==> config.mk <==
export PLATFORM = sky130hd
export DESIGN_NAME = ldpc_descramble_pack
export DESIGN_NICKNAME = d
export VERILOG_FILES = /design/src/rtl/ldpc_descramble_pack_pkg.sv /design/src/rtl/ldpc_descramble_pack_prbs15_gen.sv /design/src/rtl/ldpc_descramble_pack.sv
export SDC_FILE = /design/constraint.sdc
export NUM_CORES = 1
export LEC_CHECK = 0
export BUFFER_PORTS_ARGS = -buffer_cell sky130_fd_sc_hd__buf_2
export CELL_PAD_IN_SITES_DETAIL_PLACEMENT = 1
export CELL_PAD_IN_SITES_GLOBAL_PLACEMENT = 1
export CORE_UTILIZATION = 42
export DETAILED_ROUTE_END_ITERATION = 12
export HOLD_SLACK_MARGIN = 0.15
export PLACE_DENSITY = 0.8
export SYNTH_ARGS = -nofsm -noshare
export SYNTH_HDL_FRONTEND = slang
export SYNTH_SLANG_ARGS = --single-unit
==> constraint.sdc <==
create_clock -name clk_in -period 1.69 [get_ports clk_in]
set_input_delay 0.4225 -clock clk_in [delete_from_list [all_inputs] [get_ports clk_in]]
set_output_delay 0.4225 -clock clk_in [all_outputs]
set_load 0.02 [all_outputs]
==> src/rtl/ldpc_descramble_pack_pkg.sv <==
// Shared constants for the LDPC output descrambler/packer and the matching
// transmit-side scrambler: frame geometry, PRBS15 seed/taps, counter widths.
package ldpc_descramble_pack_pkg;

    localparam int unsigned LDPC_FRAME_BITS  = 4320;
    localparam int unsigned LDPC_FRAME_BYTES = LDPC_FRAME_BITS / 8;

    localparam int unsigned PRBS_W      = 15;
    localparam int unsigned PRBS_TAP_HI = 14;
    localparam int unsigned PRBS_TAP_LO = 13;
    localparam logic [PRBS_W-1:0] LDPC_PRBS_SEED = 15'b100101010000000;

    localparam int unsigned BIT_CNT_W  = 13;
    localparam int unsigned BYTE_CNT_W = 10;

    typedef enum logic {
        ST_IDLE = 1'b0,
        ST_RUN  = 1'b1
    } state_t;

    // x^15 + x^14 + 1 feedback, also the scrambling bit for the current state
    function automatic logic prbs_feedback(input logic [PRBS_W-1:0] r);
        return r[PRBS_TAP_HI] ^ r[PRBS_TAP_LO];
    endfunction

endpackage

==> src/rtl/ldpc_descramble_pack_prbs15_gen.sv <==
// PRBS15 generator: bit_o is the scrambling bit of the current state; advance
// shifts it in, load restores the seed (load wins over advance).
module prbs15_gen
    import ldpc_descramble_pack_pkg::*;
#(
    parameter logic [PRBS_W-1:0] SEED = LDPC_PRBS_SEED
) (
    input  logic clk_i,
    input  logic rst_ni,
    input  logic load_i,
    input  logic advance_i,
    output logic bit_o
);

    logic [PRBS_W-1:0] lfsr_q, lfsr_d;

    assign bit_o = prbs_feedback(lfsr_q);

    always_comb begin
        lfsr_d = lfsr_q;
        if (load_i) begin
            lfsr_d = SEED;
        end else if (advance_i) begin
            lfsr_d = {lfsr_q[PRBS_W-2:0], bit_o};
        end
    end

    always_ff @(posedge clk_i or negedge rst_ni) begin
        if (!rst_ni) begin
            lfsr_q <= SEED;
        end else begin
            lfsr_q <= lfsr_d;
        end
    end

endmodule

==> src/rtl/ldpc_descramble_pack.sv <==
// Captures a decoded LDPC frame bit-serially after frame_finish, removes the
// PRBS15 scrambling and emits MSB-first bytes with sop/eop markers.
module ldpc_descramble_pack
    import ldpc_descramble_pack_pkg::*;
#(
    parameter int unsigned       FRAME_BITS = LDPC_FRAME_BITS,
    parameter logic [PRBS_W-1:0] PRBS_SEED  = LDPC_PRBS_SEED,
    parameter bit                DESCR_EN   = 1'b1
) (
    input  logic       clk_in,
    input  logic       reset,
    input  logic       ldpc_dout,
    input  logic       frame_finish,
    output logic [7:0] byte_out,
    output logic       byte_valid,
    output logic       byte_sop,
    output logic       byte_eop,
    output logic       frame_done,
    output logic       overrun_err
);

    localparam int unsigned FRAME_BYTES = FRAME_BITS / 8;

    state_t                state_q, state_d;
    logic [BIT_CNT_W-1:0]  bit_cnt_q, bit_cnt_d;
    logic [BYTE_CNT_W-1:0] byte_cnt_q, byte_cnt_d;
    logic [6:0]            shift_q, shift_d;
    logic [7:0]            byte_q, byte_d;
    logic                  valid_q, valid_d;
    logic                  sop_q, sop_d;
    logic                  eop_q, eop_d;
    logic                  overrun_q, overrun_d;

    logic prbs_bit;
    logic prbs_load;
    logic prbs_adv;
    logic sample;
    logic data_bit;
    logic byte_end;

    prbs15_gen #(
        .SEED (PRBS_SEED)
    ) u_prbs (
        .clk_i     (clk_in),
        .rst_ni    (reset),
        .load_i    (prbs_load),
        .advance_i (prbs_adv),
        .bit_o     (prbs_bit)
    );

    assign data_bit = ldpc_dout ^ (DESCR_EN ? prbs_bit : 1'b0);

    always_comb begin
        state_d    = state_q;
        bit_cnt_d  = bit_cnt_q;
        byte_cnt_d = byte_cnt_q;
        shift_d    = shift_q;
        byte_d     = byte_q;
        valid_d    = 1'b0;
        sop_d      = 1'b0;
        eop_d      = 1'b0;
        overrun_d  = overrun_q;
        sample     = 1'b0;
        prbs_load  = 1'b0;
        prbs_adv   = 1'b0;
        byte_end   = 1'b0;

        case (state_q)
            ST_IDLE: begin
                if (frame_finish) begin
                    sample     = 1'b1;
                    prbs_adv   = 1'b1;
                    bit_cnt_d  = BIT_CNT_W'(1);
                    byte_cnt_d = '0;
                    state_d    = ST_RUN;
                end
            end
            ST_RUN: begin
                sample   = 1'b1;
                byte_end = (bit_cnt_q[2:0] == 3'd7);
                if (frame_finish) begin
                    overrun_d = 1'b1;
                end
                if (bit_cnt_q == BIT_CNT_W'(FRAME_BITS - 1)) begin
                    prbs_load = 1'b1;
                    bit_cnt_d = '0;
                    state_d   = ST_IDLE;
                end else begin
                    prbs_adv  = 1'b1;
                    bit_cnt_d = bit_cnt_q + BIT_CNT_W'(1);
                end
            end
            default: state_d = ST_IDLE;
        endcase

        // Byte boundaries only fall in RUN since bit 0 is always taken from IDLE
        if (sample) begin
            shift_d = {shift_q[5:0], data_bit};
            if (byte_end) begin
                byte_d  = {shift_q, data_bit};
                valid_d = 1'b1;
                sop_d   = (byte_cnt_q == '0);
                eop_d   = (byte_cnt_q == BYTE_CNT_W'(FRAME_BYTES - 1));
                byte_cnt_d = eop_d ? '0 : byte_cnt_q + BYTE_CNT_W'(1);
            end
        end
    end

    always_ff @(posedge clk_in or negedge reset) begin
        if (!reset) begin
            state_q    <= ST_IDLE;
            bit_cnt_q  <= '0;
            byte_cnt_q <= '0;
            shift_q    <= '0;
            byte_q     <= '0;
            valid_q    <= 1'b0;
            sop_q      <= 1'b0;
            eop_q      <= 1'b0;
            overrun_q  <= 1'b0;
        end else begin
            state_q    <= state_d;
            bit_cnt_q  <= bit_cnt_d;
            byte_cnt_q <= byte_cnt_d;
            shift_q    <= shift_d;
            byte_q     <= byte_d;
            valid_q    <= valid_d;
            sop_q      <= sop_d;
            eop_q      <= eop_d;
            overrun_q  <= overrun_d;
        end
    end

    assign byte_out    = byte_q;
    assign byte_valid  = valid_q;
    assign byte_sop    = sop_q;
    assign byte_eop    = eop_q;
    assign frame_done  = eop_q;
    assign overrun_err = overrun_q;

endmodule

==> metrics.md <==
| Metric | Value |
|---|---|
| Outcome | `complete, but fails checks` |
| Failing checks | `setup timing` |
| DR iter-0 viols | `98` |
| Die area | `6610 um2` |
| Clock Root Buffer | `clkbuf_8` |
| Static Leak | `1.60 nW` |
| Final hold viol count | `0` |
| Grt total ovfl | `0` |
| Clock-pin slew on the worst setup and hold paths | `0.07 ns` |
| Post-synthesis average cell area | `10.2 um2` |
| Post-DRT Antenna Nets | `0` |
| CTS tree | `done` |
| Worst slew margin | `70.1%` |
| Pre-CTS WS | `-0.105 ns` |
| Fin Clk Skew | `0.0119 ns` |
| Top-count cell post-synth | `nand2_1` |
| Cts bufs inserted | `9` |
| # clock sinks | `58` |
| Antenna violations before repair | `0` |
| Syn_nets | `268` |
| Worst min-delay path class | `in2reg` |
| GP Congestion | `0.774` |
| Max-cap violation count | `0` |
| Vias/cell | `5.64` |
| Synth Cell Area | `2640 um2` |
| Critical path, cell by cell | `or4_4, o31ai_4, o21ai_2, mux2_4` |
| Number of cell rows | `28` |
| Met1 Resource Use GR | `27.8%` |
| Worst vdd ir | `980 uV` |
| Yosys top cell area share | `51.2%` |
| Design area | `3370 um2` |
| Post-Place Cell Area | `2990 um2` |
| Top cells by area, synth | `dfrtp_1, nand2_1, a22o_1, dfstp_2, o21ai_0` |
| # nets final | `316` |
| Worst EP required | `1.91 ns` |
| First drt pass iteration count | `4` |
| IO Pins | `17` |
| Share of layout cells above drive strength 1 | `30.0%` |
| Initial Utilization | `44.1%` |
| CP Class | `reg2reg` |
| Final HPWL DP | `4620 um` |
| Yosys cell types | `51` |
| Worst Path Arrival | `1.97 ns` |
| Vias in the first global route | `2306` |
| Tightest Pin Transition | `0.444 ns` |
| First-pass GRT wire length | `11300 um` |
| Synth area leader | `dfrtp_1` |
| GR Layer Usage met3 | `3.71%` |
| Port Buffers | `16` |
| Top cells by count, synth | `nand2_1, dfrtp_1, a22o_1, o21ai_0` |
| RSZ-0062 raised after global routing | `true` |
| Total wire length after detailed routing | `7260 um` |
| Pwr per Cell Area | `1560 nW/um2` |
| Post-synthesis cell count | `260` |
| CP max FO | `5` |
| Busiest layer in global routing | `met2` |
| Primary FF master, synth | `dfrtp_1` |
| Max Root-Sink Buffers | `2` |
| Tcrit/Tclk final | `104%` |
| Top delay family on crit path | `simple AND/OR/NAND/NOR gates` |
| Htree depth | `3` |
| Post-synth EDFFs | `0` |
| FILL cells | `664` |
| Drt drc | `0` |
| # diodes | `0` |
| Post-DR wirelength/cell | `18.7 um` |
| Tmin final | `1.75 ns` |
| Slowest-stage cell, CP | `or4_4` |
| Total power draw | `5.26 mW` |
| Vias | `2188` |
| Pin count of the biggest net entering global routing | `59` |
| Setup crit end kind | `flop` |
| Slowest stage delay, CP | `0.57 ns` |
| Setup WS post-layout | `-0.0603 ns` |
| Total negative setup slack | `-0.307 ns` |
| Final setup vio count | `12` |
| Gr usage total | `23.4%` |
| Core area | `5990 um2` |
| Yosys warnings | `0` |
| Layout area overhead | `27.6%` |
| Post-synthesis sequential area ratio | `55.1%` |
| M2 GR Usage | `41.5%` |
| Slew Limit Fails | `0` |
| Later-pin clock latency in the skew report | `0.34 ns` |
| Seq cells post-synth | `58` |
| WP buf/inv | `0` |
| Setup crit start kind | `flop` |
| Die Y-Extent | `81.3 um` |
| Layout Utilization | `56.3%` |
| Die Span X | `81.3 um` |
| Ys async rst share | `100%` |
| Fmax | `0.571 GHz` |
-- placed cells by master, fill, tap and decap left out, types with 2 or more instances in the layout --
cell / count
nand2_1: 55
dfrtp_1: 51
buf_4: 26
buf_2: 16
a22o_1: 15
nand3_1: 12
inv_1: 11
o21ai_0: 11
clkbuf_8: 9
nor2_1: 8
nand4_1: 4
nor4_1: 4
xnor2_1: 4
o22a_1: 4
buf_6: 4
dfstp_2: 4
o21ai_1: 3
a21oi_1: 3
or3_1: 3
a21o_1: 3
a21oi_2: 3
dfrtp_2: 3
clkinv_4: 3
nand2b_1: 2
and4b_1: 2
nor4_4: 2
mux2i_1: 2
nor3_1: 2
and2_1: 2
or4_1: 2
ha_1: 2
bufinv_16: 2
-- cells by family after synthesis --
kind of cell,after synthesis,synth area share (%)
adder cells (fa/ha/maj),4,1.89
multiplexers,4,1.75
buffers and inverters,24,3.88
flip-flops,58,55.1
AO/OA/AOI/OAI,54,15.3
XOR/XNOR,5,1.66
AND/OR/NAND/NOR,111,20.4
-- power by group --
group | total, mW | switching [mW] | internal, mW
combinational | 1.51 | 0.821 | 0.691
clock | 1.48 | 0.635 | 0.842
sequential | 2.27 | 0.394 | 1.88
total | 5.26 | 1.85 | 3.41
-- area by class of cell --
cell class / instances / area, um2 / share of cell area, %
clock buffer: 9 / 124 / 3.67
clock inverter: 7 / 103 / 3.04
inverter: 13 / 48.8 / 1.45
multi-input combinational: 178 / 1190 / 35.3
sequential: 58 / 1460 / 43.3
tap: 75 / 93.8 / 2.78
timing repair buffer: 48 / 350 / 10.4
-- stage by stage --
step | hold WS, ns | std cells
2_1_floorplan | 0.127 | 260
3_3_place_gp | 0.434 | 367
3_5_place_dp | 0.449 | 367
4_1_cts | 0.400 | 387
5_1_grt | 0.427 | 388
6_report | 0.404 | 388
-- routing by layer --
metal / part of all wire [%] / wire (um) / vias to the layer above
met5: 0 / 0 / -
met4: 1.8 / 133 / 0
met3: 1.9 / 135 / 13
met2: 54 / 3900 / 32
met1: 43 / 3090 / 1118
li1: - / - / 1025
-- what timing repair did --
item                                   CTS  global route
endpoints found under the hold margin   54             0
setup endpoints to repair               35            28
setup buffers                            3             1
resized for setup                       15            16
pin swaps                                5             4
hold buffers                             1             0
-- state kept, by name, summed over array words and instances, names as in the netlist --
register,cells
state_q,1
u_prbs.lfsr_q,15
byte_sop,1
byte_eop,1
byte_cnt_q,10
bit_cnt_q,13
byte_out,8
overrun_err,1
byte_valid,1
shift_q,7
-- path summary, 6_finish.rpt --
check / slack, ns / to / cells past startpoint / startpoint
min in group asynchronous: 0.61 / overrun_err / 3 / reset
setup / recovery: -0.06 / bit_cnt_q[7] / 4 / bit_cnt_q[10]
setup reg to reg: -0.06 / bit_cnt_q[7] / 4 / bit_cnt_q[10]
hold reg to reg: 0.46 / overrun_err / 1 / overrun_err
hold / removal: 0.40 / bit_cnt_q[4] / 2 / frame_finish
max in group asynchronous: 0.76 / u_prbs.lfsr_q[14] / 3 / reset
Note: power is estimated with default switching activity, not from simulation.
